$ cat src/rtl/rf_scoreboard.sv
// Scoreboard and hazard controller for reg_file: tracks outstanding writes per register and stalls ID on hazards.
// Optional WB-cycle source bypass enabled by defining RF_SB_WB_BYPASS_EN.
module rf_scoreboard #(
  parameter int RF_REG_W   = 5,
  parameter int RF_REG_NUM = 32,
  parameter int CNT_W      = 2,
  parameter int MAX_INFL   = 4,
  parameter int INF_W      = 3
) (
  input  logic                clk,
  input  logic                reset,
  input  logic                iIssueVld,
  input  logic [RF_REG_W-1:0] iRs,
  input  logic                iRsVld,
  input  logic [RF_REG_W-1:0] iRt,
  input  logic                iRtVld,
  input  logic [RF_REG_W-1:0] iRd,
  input  logic                iRdVld,
  input  logic                iWbVld,
  input  logic [RF_REG_W-1:0] iWbReg,
  output logic                oStall,
  output logic                oIssueAck,
  output logic                oFwd1,
  output logic                oFwd2,
  output logic [INF_W-1:0]    oInflight,
  output logic                oErr
);

  logic [CNT_W-1:0] cnt [RF_REG_NUM];
  logic [INF_W-1:0] total;

  logic [CNT_W-1:0] cntRs, cntRt, cntRd, cntWb;
  logic             bypS, bypT;
  logic             hs, ht, hd, hf;
  logic             wbNonZero, wbDec, wbErr, issueInc;

  always_comb begin
    cntRs = cnt[iRs];
    cntRt = cnt[iRt];
    cntRd = cnt[iRd];
    cntWb = cnt[iWbReg];
  end

  always_comb begin
    bypS = 1'b0;
    bypT = 1'b0;
`ifdef RF_SB_WB_BYPASS_EN
    // Last outstanding write is landing this cycle; its data can be forwarded.
    bypS = iWbVld & (iWbReg == iRs) & (cntRs == CNT_W'(1));
    bypT = iWbVld & (iWbReg == iRt) & (cntRt == CNT_W'(1));
`endif
  end

  always_comb begin
    wbNonZero = iWbVld & (iWbReg != '0);
    wbDec     = wbNonZero & (cntWb != '0);
    wbErr     = wbNonZero & (cntWb == '0);

    hs = iRsVld & (iRs != '0) & (cntRs != '0) & ~bypS;
    ht = iRtVld & (iRt != '0) & (cntRt != '0) & ~bypT;
    hd = iRdVld & (iRd != '0) & (cntRd == '1);
    hf = iRdVld & (iRd != '0) & (total == INF_W'(MAX_INFL)) & ~wbDec;

    oStall    = reset | (iIssueVld & (hs | ht | hd | hf));
    oIssueAck = iIssueVld & ~oStall;
    issueInc  = oIssueAck & iRdVld & (iRd != '0);
  end

  // Issue and WB to the same register cancel; cnt[0] is never incremented.
  always_ff @(posedge clk) begin
    if (reset) begin
      for (int unsigned r = 0; r < RF_REG_NUM; r++) begin
        cnt[r] <= '0;
      end
    end else begin
      for (int unsigned r = 1; r < RF_REG_NUM; r++) begin
        if ((issueInc && iRd == RF_REG_W'(r)) && !(wbDec && iWbReg == RF_REG_W'(r))) begin
          cnt[r] <= cnt[r] + CNT_W'(1);
        end else if (!(issueInc && iRd == RF_REG_W'(r)) && (wbDec && iWbReg == RF_REG_W'(r))) begin
          cnt[r] <= cnt[r] - CNT_W'(1);
        end
      end
    end
  end

  always_ff @(posedge clk) begin
    if (reset) begin
      total <= '0;
      oErr  <= 1'b0;
    end else begin
      if (issueInc && !wbDec) begin
        total <= total + INF_W'(1);
      end else if (!issueInc && wbDec) begin
        total <= total - INF_W'(1);
      end
      if (wbErr) begin
        oErr <= 1'b1;
      end
    end
  end

  always_ff @(posedge clk) begin
    if (reset) begin
      oFwd1 <= 1'b0;
      oFwd2 <= 1'b0;
    end else begin
`ifdef RF_SB_WB_BYPASS_EN
      oFwd1 <= oIssueAck & iRsVld & bypS;
      oFwd2 <= oIssueAck & iRtVld & bypT;
`else
      oFwd1 <= 1'b0;
      oFwd2 <= 1'b0;
`endif
    end
  end

  assign oInflight = total;

endmodule

$ cat config.mk
export PLATFORM = sky130hd
export DESIGN_NAME = rf_scoreboard
export DESIGN_NICKNAME = d
export VERILOG_FILES = /design/src/rtl/rf_scoreboard.sv
export SDC_FILE = /design/constraint.sdc
export NUM_CORES = 1
export LEC_CHECK = 0
export ABC_AREA = 1
export BUFFER_PORTS_ARGS = -buffer_cell sky130_fd_sc_hd__buf_2
export CAP_MARGIN = 30
export CORE_MARGIN = 2
export CORE_UTILIZATION = 40
export DETAILED_ROUTE_END_ITERATION = 10
export PLACE_DENSITY = 0.62
export SLEW_MARGIN = 15
export SYNTH_ARGS = -nofsm -noshare
export SYNTH_HDL_FRONTEND = slang
export SYNTH_SLANG_ARGS = --single-unit
$ cat constraint.sdc
create_clock -name clk -period 7.9 [get_ports clk]
set_clock_uncertainty 0.1 [all_clocks]
set_input_delay 1.975 -clock clk [delete_from_list [all_inputs] [get_ports clk]]
set_output_delay 1.975 -clock clk [all_outputs]
set_load 0.05 [all_outputs]
==> summary.txt, run 1 <==
# hold bufs at CTS: 0
Hold violation total from the final report: 0
Skew-Pair Late Insertion Delay: 350 ps
Top Ports: 35
Setup repair after global routing missed its margin: no
Status: completed
WP data required: 5830 ps
Number of buffers on the longest clock path: 2
Routed wirelength normalized by instance count: 16.8 µm
Antenna violations before repair: 0
Design Area, Final: 0.00715 mm²
Clock transition at the register clock pins on the worst setup and hold paths after CTS: 50 ps
Master cell of the clock root buffer: sky130_fd_sc_hd__clkbuf_16
Static leakage power: 3.57 nW
Sequential element share of the synthesized area: 29.3%
Initial core utilization: 40.5%
Number of vias in the routed layout: 7156
Clock tree from TritonCTS: done
HPWL reported at the end of detailed placement: 16400 µm
Cell count after synthesis: 1116
Row count: 47
Library cell with the largest summed area after synthesis: sky130_fd_sc_hd__edfxtp_1
CP dominant cell by count: sky130_fd_sc_hd__nand2_1
Total buffers and inverters traversed by the critical path: 4
Cell count after placement: 1334
Overall routed net length: 22600 µm
CTS H-tree depth: 3
Critical path endpoint category: output port
Routability congestion estimate: 0.969
Routed vias/inst: 5.30
Share of flip-flops with an asynchronous set or reset after synthesis: 0%
DR DRC count: 0
Min cycle time layout: 6450 ps
Detailed router's first-iteration violation count: 918
Sum of overflow across all layers after global routing: 0
Highest clock frequency the design can meet: 155 MHz
Height of the die: 133 µm
Class of the tightest hold or removal check: flop to flop
Gates resized, CTS repair: 0
Most common cell after layout, fill and taps aside: sky130_fd_sc_hd__nand2_1
Max-Cap Viols: 0
Type of origin of the critical path: primary input
ANT cells: 0
Iteration count of the initial detailed-routing pass: 5
Share of Yosys cell area claimed by the top area cell type: 28.1%
Final-layout setup total negative slack: 0 ps
Storage element area: 0.00194 mm²
Pwr Density: 153 mW/mm²
Sequence of cells on the critical path: buf_2 -> inv_2 -> nand2_1 -> nand2_1 -> nand2_1 -> nand2_1 -> nand2_1 -> nand2_1 -> o21ai_0 -> nand2_1 -> nand2_1 -> nor2_1 -> nor2_1 -> nand4_4 -> inv_1 -> buf_2
Number of distinct library cells after synthesis: 36
Buffers added on ports: 32
Cell area after placement: 0.00687 mm²
Data arrival, critical path: 4380 ps
Fraction of layout cells with a size suffix above 1: 8.76%
Post-synthesis area per instance: 5.93 µm²
GRT Overall Usage: 26.3%
Transition time at the pin with the least slew margin: 732 ps
Cts bufs inserted: 9
Synth warn: 0
Most frequent cells in the layout: 435 x sky130_fd_sc_hd__nand2_1, 187 x sky130_fd_sc_hd__nor2_1, 97 x sky130_fd_sc_hd__nand3_1
Primary FF master, synth: sky130_fd_sc_hd__edfxtp_1
Fin. max-slew vios: 0
Top Family by Delay on Critical Path: buffers and inverters
Die width: 133 µm
Std-Cell Core Area: 0.0163 mm²
Critical Path Max Stage Delay: 540 ps
Layout Area Growth over Synthesis: 8.09%
Number of fill cells in the layout: 1837
Final-stage net count: 1154
Via count of the first global-routing pass: 6505
Number of enable-type register cells in the synthesized netlist: 62
Count of state elements after synthesis: 66
Maximum number of pins on one net before global-route repair: 45
Global-route wire length before repair: 35700 µm
Post-Layout Cell Count: 1350
Number of sinks driven by the clock tree: 66
Routed Antenna Nets: 0
IR Drop Worst-Case VDD: 111 µV
Fin crit share: 81.7%
Setup-violating endpoint count in the final report: 0
Post-Syn Area: 0.00662 mm²
Die area: 0.0176 mm²
Start-to-end type of the worst setup path: primary input to output port
Slowest library cell on the worst path: sky130_fd_sc_hd__buf_2
Critical Path Fanout Max: 40
Buffer count from post-CTS setup fixing: 0
Top cells by area, synth: sky130_fd_sc_hd__edfxtp_1 28%, sky130_fd_sc_hd__nand2_1 25%, sky130_fd_sc_hd__nor2_1 11%, sky130_fd_sc_hd__nand3_1 7.3%, sky130_fd_sc_hd__inv_1 5.3%
Area of the multi-input gates: 0.00403 mm²
Max-slew headroom at the worst pin: 51.2%
## stage by stage
stage / worst slack (ps) / util (%) / hold WS, ps / total power, W
after floorplan: 2240 / - / 449 / 0.000625
after global placement: 1520 / 42.0 / 360 / 0.000703
after detailed placement: 1500 / 42.0 / 365 / 0.000705
after CTS: 1490 / 43.8 / 383 / 0.00110
after global routing: 1150 / 43.8 / 424 / 0.00115
final: 1450 / 43.8 / 374 / 0.00110
## tightest hold or removal path: cells and delay by family, from the launching register on
kind,cells,cell delay [ps]
AOI/OAI and AO/OA,1,40
DFF,1,330
and+or+nand+nor,1,70
## synth_stat cells (all sizes together), types with 5 or more instances
library cell,n
nand2,439
or2,8
o21ai,40
mux2i,5
buf,25
a21oi,41
nor3,8
nand3,112
nand4,23
xor2,19
nor2,192
inv,114
edfxtp,62
clkbuf,14
## per-layer routing
layer / vias to the layer above / track usage, % / share of wire, %
li1: 3551 / - / -
met1: 3240 / 36.7 / 47
met2: 317 / 39.8 / 42
met5: - / 0 / 0
met3: 48 / 5.67 / 8.0
met4: 0 / 9.86 / 3.0
## worst paths after layout
path | startpoint | end | slack (ps) | cells after the start
worst max-delay path | iRd[0] | oIssueAck | 1450 | 16
worst min-delay path | oErr$_SDFFE_PP0P_ | oErr$_SDFFE_PP0P_ | 370 | 2
worst max register to register | cnt[3][0]$_SDFFCE_PN0P_ | oInflight[2]$_SDFFE_PP0P_ | 3960 | 20
worst min register to register | oErr$_SDFFE_PP0P_ | oErr$_SDFFE_PP0P_ | 370 | 2
## final cells by class
type	instances	area share (%)
clock buffer	14	3.83
clock inverter	2	0.140
inverter	116	6.09
multi-input combinational	896	56.3
sequential	66	27.1
tap	220	3.85
timing repair buffer	36	2.66
## power breakdown
part	total, W	internal, W	switching, W
Clock	0.000390	0.000237	0.000153
Combinational	0.000258	0.0000731	0.000185
Sequential	0.000447	0.000410	0.0000370
## flip-flops by register name (all words and copies together), names as in the netlist
signal,flops
oInflight,3
cnt,62
oErr,1
## cell families (layout without fill, tap and decap cells)
group	count (synthesis)	after routing	synth area share, %
buffers and inverters	155	168	9.87
multiplexers	5	5	0.756
other	1	2	0.0567
adder cells (fa/ha/maj)	2	2	0.491
AO/OA/AOI/OAI	81	81	6.12
AND/OR/NAND/NOR	787	787	50.9
XOR/XNOR	19	19	2.51
flip-flops	66	66	29.3
(Power assumes the default switching activity.)
==> run 2: changes to the inputs <==
--- a/config.mk
+++ b/config.mk
@@ -11,7 +11,7 @@
 export CORE_MARGIN = 2
 export CORE_UTILIZATION = 40
 export DETAILED_ROUTE_END_ITERATION = 10
-export PLACE_DENSITY = 0.62
+export PLACE_DENSITY = 0.64
 export SLEW_MARGIN = 15
 export SYNTH_ARGS = -nofsm -noshare
 export SYNTH_HDL_FRONTEND = slang
==> constraint.sdc (replaced) <==
create_clock -name clk -period 5.3 [get_ports clk]
set_clock_uncertainty 0.1 [all_clocks]
set_input_delay 1.325 -clock clk [delete_from_list [all_inputs] [get_ports clk]]
set_output_delay 1.325 -clock clk [all_outputs]
set_load 0.05 [all_outputs]
==> run 2 against run 1 <==
Sequential share of layout area fell by 0.37 points. First-iteration DRC count fell by 28%. Via count rose by 1.2%. Combinational power rose by 52%. Critical path type unchanged. Highest routed layer unchanged.
==> summary.txt, run 2 (synthesized netlist as in run 1, its figures left out) <==
Status: completed
Critical Path Fanout Max: 11 (-73%)
Routed wirelength normalized by instance count: 16.8 µm (+0.28%)
Top Ports: 35 (unchanged)
Setup-violating endpoint count in the final report: 0 (unchanged)
Fraction of layout cells with a size suffix above 1: 9.31% (+0.55 points)
Clock transition at the register clock pins on the worst setup and hold paths after CTS: 60 ps (about the same)
Highest clock frequency the design can meet: 207 MHz
Die area: 0.0176 mm² (unchanged)
Clock tree from TritonCTS: done
CTS H-tree depth: 3 (unchanged)
Layout Area Growth over Synthesis: 9.57%
Critical path endpoint category: output port
Hold violation total from the final report: 0 (unchanged)
Routed vias/inst: 5.33 (+0.61%)
Global-route wire length before repair: 35600 µm (-0.45%)
Register name with the most flops: cnt
Pwr Density: 235 mW/mm² (+54%)
# hold bufs at CTS: 0 (unchanged)
Cell area after placement: 0.00694 mm² (+1.1%)
Number of vias in the routed layout: 7242 (+1.2%)
Critical path depth: 16 (unchanged)
Most frequent cells in the layout: 435 x sky130_fd_sc_hd__nand2_1, 187 x sky130_fd_sc_hd__nor2_1, 97 x sky130_fd_sc_hd__nand3_1
Most common cell after layout, fill and taps aside: sky130_fd_sc_hd__nand2_1
Path depth of the worst reg2reg path: 17 (-15%)
Via count of the first global-routing pass: 6435 (-1.1%)
Static leakage power: 3.62 nW (+1.3%)
GRT Overall Usage: 26.4% (+0.18 points)
Max-slew headroom at the worst pin: 57.8% (+6.6 points)
Slowest library cell on the worst path: sky130_fd_sc_hd__clkinv_1
Critical Path Max Stage Delay: 300 ps (-240 ps)
Cts bufs inserted: 9 (unchanged)
Sum of overflow across all layers after global routing: 0 (unchanged)
Routability congestion estimate: 0.968 (about the same)
Design Area, Final: 0.00725 mm² (+1.4%)
Number of sinks driven by the clock tree: 66 (unchanged)
Final-layout setup total negative slack: 0 ps (unchanged)
Top Family by Delay on Critical Path: simple AND/OR/NAND/NOR gates
Hold path cells: 2 (unchanged)
Met3 usage: 5.59% (-0.077 points)
Data arrival, critical path: 3410 ps (-970 ps)
Peak-usage layer in the global routing report: met2
Row count: 47 (unchanged)
Iteration count of the initial detailed-routing pass: 5 (unchanged)
Total buffers and inverters traversed by the critical path: 4 (unchanged)
Maximum number of pins on one net before global-route repair: 50 (+11%)
HPWL reported at the end of detailed placement: 16900 µm (+2.9%)
Start-to-end type of the worst setup path: primary input to output port
Overall routed net length: 22800 µm (+0.87%)
Transition time at the pin with the least slew margin: 633 ps (-98.6 ps)
Sequence of cells on the critical path: buf_2 -> clkinv_1 -> nand2_1 -> nor2_1 -> nor2_1 -> nand2_1 -> nand2_1 -> nand3_1 -> nand2_1 -> nand2_1 -> nand3_1 -> nand2_1 -> nor2_1 -> nand4_4 -> inv_1 -> buf_2
WP data required: 3880 ps (-1950 ps)
Initial core utilization: 40.5% (unchanged)
Max-Cap Viols: 0 (unchanged)
Master cell of the clock root buffer: sky130_fd_sc_hd__clkbuf_16
Std-Cell Core Area: 0.0163 mm² (unchanged)
Gates resized, CTS repair: 0 (unchanged)
Fin crit share: 91.2%
Buffer count from post-CTS setup fixing: 0 (unchanged)
Antenna violations before repair: 0 (unchanged)
GR Layer Usage met1: 37.8% (+1.0 points)
DR DRC count: 0 (unchanged)
Die width: 133 µm (unchanged)
Final-stage net count: 1162 (+0.69%)
Number of buffers on the longest clock path: 2 (unchanged)
Routed Antenna Nets: 0 (unchanged)
Met2 Track Usage GR: 38.4% (-1.4 points)
Buffers added on ports: 32 (unchanged)
Flip-flop count of the largest register after layout: 62 (unchanged)
CP dominant cell by count: sky130_fd_sc_hd__nand2_1
Setup repair after global routing missed its margin: no
Min cycle time layout: 4840 ps
Skew-Pair Late Insertion Delay: 360 ps (about the same)
Height of the die: 133 µm (unchanged)
Type of origin of the critical path: primary input
IR Drop Worst-Case VDD: 165 µV (+48%)
Detailed router's first-iteration violation count: 664 (-28%)
Fin. max-slew vios: 0 (unchanged)
Class of the tightest hold or removal check: flop to flop
ANT cells: 0 (unchanged)
-- run 2: cell types whose count changed in the layout (fill, tap and decap cells not counted), sizes merged --
cell / change
clkbuf: -5
bufinv: +2
buf: +8
clkinvlp: +1
clkinv: +2
-- run 2: per-stage QoR --
stage	total power [W]	utilization [%]	hold WS [ps]	instances	setup WS, ps
floorplan	0.000932	-	449	1117	944
global placement	0.00106	42.5	356	1342	511
detailed placement	0.00106	42.5	360	1342	522
CTS	0.00171	44.4	383	1358	516
global route	0.00179	44.4	406	1358	205
finish	0.00171	44.4	377	1358	465
-- run 2: area by class of cell --
type                       instances  area (µm²)
multi-input combinational        896        4030
clock buffer                       9         225
timing repair buffer              44         263
tap                              220         275
clock inverter                     7        83.8
inverter                         116         435
sequential                        66        1940
fill                            1811        9100
-- run 2: worst register-to-register path, stage by stage (launching register included) --
cell and delay, ps:
sky130_fd_sc_hd__edfxtp_1 460, sky130_fd_sc_hd__nor2_1 500, sky130_fd_sc_hd__nand2_1 100, sky130_fd_sc_hd__nand3_1 100
sky130_fd_sc_hd__nand2_1 50, sky130_fd_sc_hd__nand2_1 50, sky130_fd_sc_hd__nand2_1 50, sky130_fd_sc_hd__nand2_1 70
sky130_fd_sc_hd__nand2_1 50, sky130_fd_sc_hd__nand3_1 200, sky130_fd_sc_hd__nand2_1 90, sky130_fd_sc_hd__nor2_1 170
sky130_fd_sc_hd__nand4_4 140, sky130_fd_sc_hd__nor2_8 250, sky130_fd_sc_hd__buf_4 410, sky130_fd_sc_hd__nand3_1 220
sky130_fd_sc_hd__or2_0 240, sky130_fd_sc_hd__nand3_1 120
-- run 2: worst paths after layout --
check / to / start / slack [ps]
min: oErr$_SDFFE_PP0P_ / oErr$_SDFFE_PP0P_ / 380
max reg2reg: cnt[19][1]$_SDFFCE_PP0P_ / cnt[3][0]$_SDFFCE_PN0P_ / 1620
min reg2reg: oErr$_SDFFE_PP0P_ / oErr$_SDFFE_PP0P_ / 380
max: oIssueAck / iRs[0] / 460
-- run 2: layer usage --
metal  vias to the layer above  part of all wire, %
li1                       3573                    -
met1                      3258                   45
met2                       352                   41
met3                        59                  9.7
met4                         0                  3.7
met5                         -                    0
-- run 2: report_power, final --
part | internal [W] | switching, W | leakage [nW] | total, W
sequential | 0.000612 | 0.0000533 | 0.668 | 0.000665
combinational | 0.000114 | 0.000280 | 2.80 | 0.000393
clock | 0.000406 | 0.000242 | 0.148 | 0.000648
total | 0.00113 | 0.000575 | 3.62 | 0.00171
==> run 3: changes to the inputs <==
==> constraint.sdc (replaced) <==
create_clock -name clk -period 5.3 [get_ports clk]
set_clock_uncertainty 0.1 [all_clocks]
set_input_delay 0.53 -clock clk [delete_from_list [all_inputs] [get_ports clk]]
set_output_delay 0.53 -clock clk [all_outputs]
set_load 0.05 [all_outputs]
==> run 3 against run 2 <==
Flip-flop and latch count unchanged. Cell count shrank 0.44%. Clock power fell by 9.4%. Critical path depth increased by 3. Clock-buffer cell count is 3 higher. Largest cell class unchanged. Setup slack improved by 1100 ps. Routed wire length is 1.3% lower. Via count is 1.4% lower. Highest routed layer unchanged. Critical path type is now primary input to flop. Final area fell by 1.2%. Global-route usage is 0.63 points lower.
==> summary.txt, run 3 (synthesized netlist as in run 1, its figures left out) <==
Status: completed
Register name with the most flops: cnt
Via count of the first global-routing pass: 6265 (-2.6%)
Routability congestion estimate: 0.940 (-2.9%)
Pwr Density: 229 mW/mm² (-2.8%)
Overall routed net length: 22500 µm (-1.3%)
Routed wirelength normalized by instance count: 16.7 µm (-0.86%)
Sum of overflow across all layers after global routing: 0 (unchanged)
Type of origin of the critical path: primary input
Design Area, Final: 0.00716 mm² (-1.2%)
Detailed router's first-iteration violation count: 917 (+38%)
# hold bufs at CTS: 0 (unchanged)
Top Family by Delay on Critical Path: simple AND/OR/NAND/NOR gates
Cts bufs inserted: 9 (unchanged)
Post-Layout Cell Count: 1352 (-0.44%)
Number of sinks driven by the clock tree: 66 (unchanged)
Max-slew headroom at the worst pin: 53.8% (-4.0 points)
Routed Antenna Nets: 0 (unchanged)
Number of buffers on the longest clock path: 2 (unchanged)
Initial core utilization: 40.5% (unchanged)
Final-stage net count: 1156 (-0.52%)
Clock tree from TritonCTS: done
Fin crit share: 71.4% (-20 points)
Skew-Pair Late Insertion Delay: 350 ps (about the same)
Start-to-end type of the worst setup path: primary input to flop
Global-route wire length before repair: 35200 µm (-1.1%)
Critical path endpoint category: flop
Gates resized, CTS repair: 0 (unchanged)
Sequence of cells on the critical path: buf_2 -> inv_2 -> nand2_1 -> nand2_1 -> nand2_1 -> nand2_1 -> nand2_1 -> nand2_1 -> o21ai_0 -> nand2_1 -> nand2_1 -> nor2_1 -> nor2_1 -> nand4_4 -> nor2_8 -> buf_4 -> nand3_1 -> or2_0 -> nand3_1
Fraction of layout cells with a size suffix above 1: 8.66% (-0.66 points)
Min cycle time layout: 3780 ps (-1050 ps)
Top Ports: 35 (unchanged)
Cell count after placement: 1336 (-0.45%)
HPWL reported at the end of detailed placement: 16700 µm (-1.3%)
Master cell of the clock root buffer: sky130_fd_sc_hd__clkbuf_16
WP data required: 5260 ps (+1380 ps)
Data arrival, critical path: 3740 ps (+330 ps)
Most frequent cells in the layout: 435 x sky130_fd_sc_hd__nand2_1, 187 x sky130_fd_sc_hd__nor2_1, 97 x sky130_fd_sc_hd__nand3_1
Number of vias in the routed layout: 7140 (-1.4%)
Height of the die: 133 µm (unchanged)
Clock transition at the register clock pins on the worst setup and hold paths after CTS: 50 ps (about the same)
Die width: 133 µm (unchanged)
Row count: 47 (unchanged)
Hold violation total from the final report: 0 (unchanged)
Critical Path Max Stage Delay: 540 ps (+240 ps)
Slowest library cell on the worst path: sky130_fd_sc_hd__buf_2
Highest clock frequency the design can meet: 264 MHz (+28%)
Antenna violations before repair: 0 (unchanged)
Flip-flop count of the largest register after layout: 62 (unchanged)
Die area: 0.0176 mm² (unchanged)
Setup repair after global routing missed its margin: no
DR DRC count: 0 (unchanged)
Setup-violating endpoint count in the final report: 0 (unchanged)
GRT Overall Usage: 25.8% (-0.63 points)
Max-Cap Viols: 0 (unchanged)
Critical Path Fanout Max: 43 (+32)
ANT cells: 0 (unchanged)
Class of the tightest hold or removal check: flop to flop
Total power of the final layout: 0.00164 W (-3.9%)
Buffer count from post-CTS setup fixing: 0 (unchanged)
Maximum number of pins on one net before global-route repair: 50 (unchanged)
Std-Cell Core Area: 0.0163 mm² (unchanged)
Util after Layout: 43.8% (-0.54 points)
Static leakage power: 3.57 nW (-1.2%)
CTS H-tree depth: 3 (unchanged)
IR Drop Worst-Case VDD: 153 µV (-7.4%)
Routed vias/inst: 5.28 (-0.97%)
Total buffers and inverters traversed by the critical path: 3 (-1)
Iteration count of the initial detailed-routing pass: 5 (unchanged)
Fin. max-slew vios: 0 (unchanged)
Final-layout setup total negative slack: 0 ps (unchanged)
Most common cell after layout, fill and taps aside: sky130_fd_sc_hd__nand2_1
CP dominant cell by count: sky130_fd_sc_hd__nand2_1
Cell area after placement: 0.00689 mm² (-0.83%)
Layout Area Growth over Synthesis: 8.24%
Buffers added on ports: 32 (unchanged)
Transition time at the pin with the least slew margin: 694 ps (+60.2 ps)
run 3: cell type report:
type	instances	area (µm²)
fillers	1807	9180
multi-input cells	896	4030
flip-flops and latches	66	1940
inverters	116	435
well taps	220	275
clock buffers	12	236
repair buffers	38	205
clock inverters	4	42.5
run 3: worst paths after layout:
| kind | from | endpoint | slack [ps] | cells past startpoint |
|---|---|---|---|---|
| hold / removal | oErr$_SDFFE_PP0P_ | oErr$_SDFFE_PP0P_ | 370 | 2 |
| hold reg to reg | oErr$_SDFFE_PP0P_ | oErr$_SDFFE_PP0P_ | 370 | 2 |
| setup / recovery | iRd[0] | cnt[19][1]$_SDFFCE_PP0P_ | 1520 | 19 |
| setup reg to reg | cnt[3][0]$_SDFFCE_PN0P_ | cnt[19][1]$_SDFFCE_PP0P_ | 1670 | 17 |
run 3: report_power, final:
group / total (W) / internal, W / switching [W]
sequential: 0.000665 / 0.000612 / 0.0000535
clock: 0.000587 / 0.000360 / 0.000227
combinational: 0.000386 / 0.000110 / 0.000276
total: 0.00164 / 0.00108 / 0.000557
run 3: layer usage:
| layer | global-route usage (%) | wire [µm] | vias up |
|---|---|---|---|
| li1 | - | - | 3570 |
| met1 | 37.7 | 10300 | 3195 |
| met2 | 37.9 | 9520 | 336 |
| met3 | 5.71 | 2120 | 39 |
| met4 | 8.00 | 606 | 0 |
| met5 | 0 | 0 | - |
run 3: worst reg2reg max path, stage by stage (launching register included):
cell and delay [ps]:
sky130_fd_sc_hd__edfxtp_1 470, sky130_fd_sc_hd__nor2_1 490, sky130_fd_sc_hd__nand2_1 100, sky130_fd_sc_hd__nand3_1 110, sky130_fd_sc_hd__nand2_1 60, sky130_fd_sc_hd__nand2_1 60
sky130_fd_sc_hd__nand2_1 60, sky130_fd_sc_hd__nand2_1 60, sky130_fd_sc_hd__nand2_1 40, sky130_fd_sc_hd__nand3_1 190, sky130_fd_sc_hd__nand2_1 100, sky130_fd_sc_hd__nor2_1 180
sky130_fd_sc_hd__nand4_4 140, sky130_fd_sc_hd__nor2_8 110, sky130_fd_sc_hd__buf_4 460, sky130_fd_sc_hd__nand3_1 250, sky130_fd_sc_hd__or2_0 250, sky130_fd_sc_hd__nand3_1 110
run 3: through the flow:
step	setup WS (ps)	hold slack, ps
floorplan	2030	449
global placement	1290	357
detailed placement	1240	365
CTS	1580	379
global route	1160	403
finish	1520	370
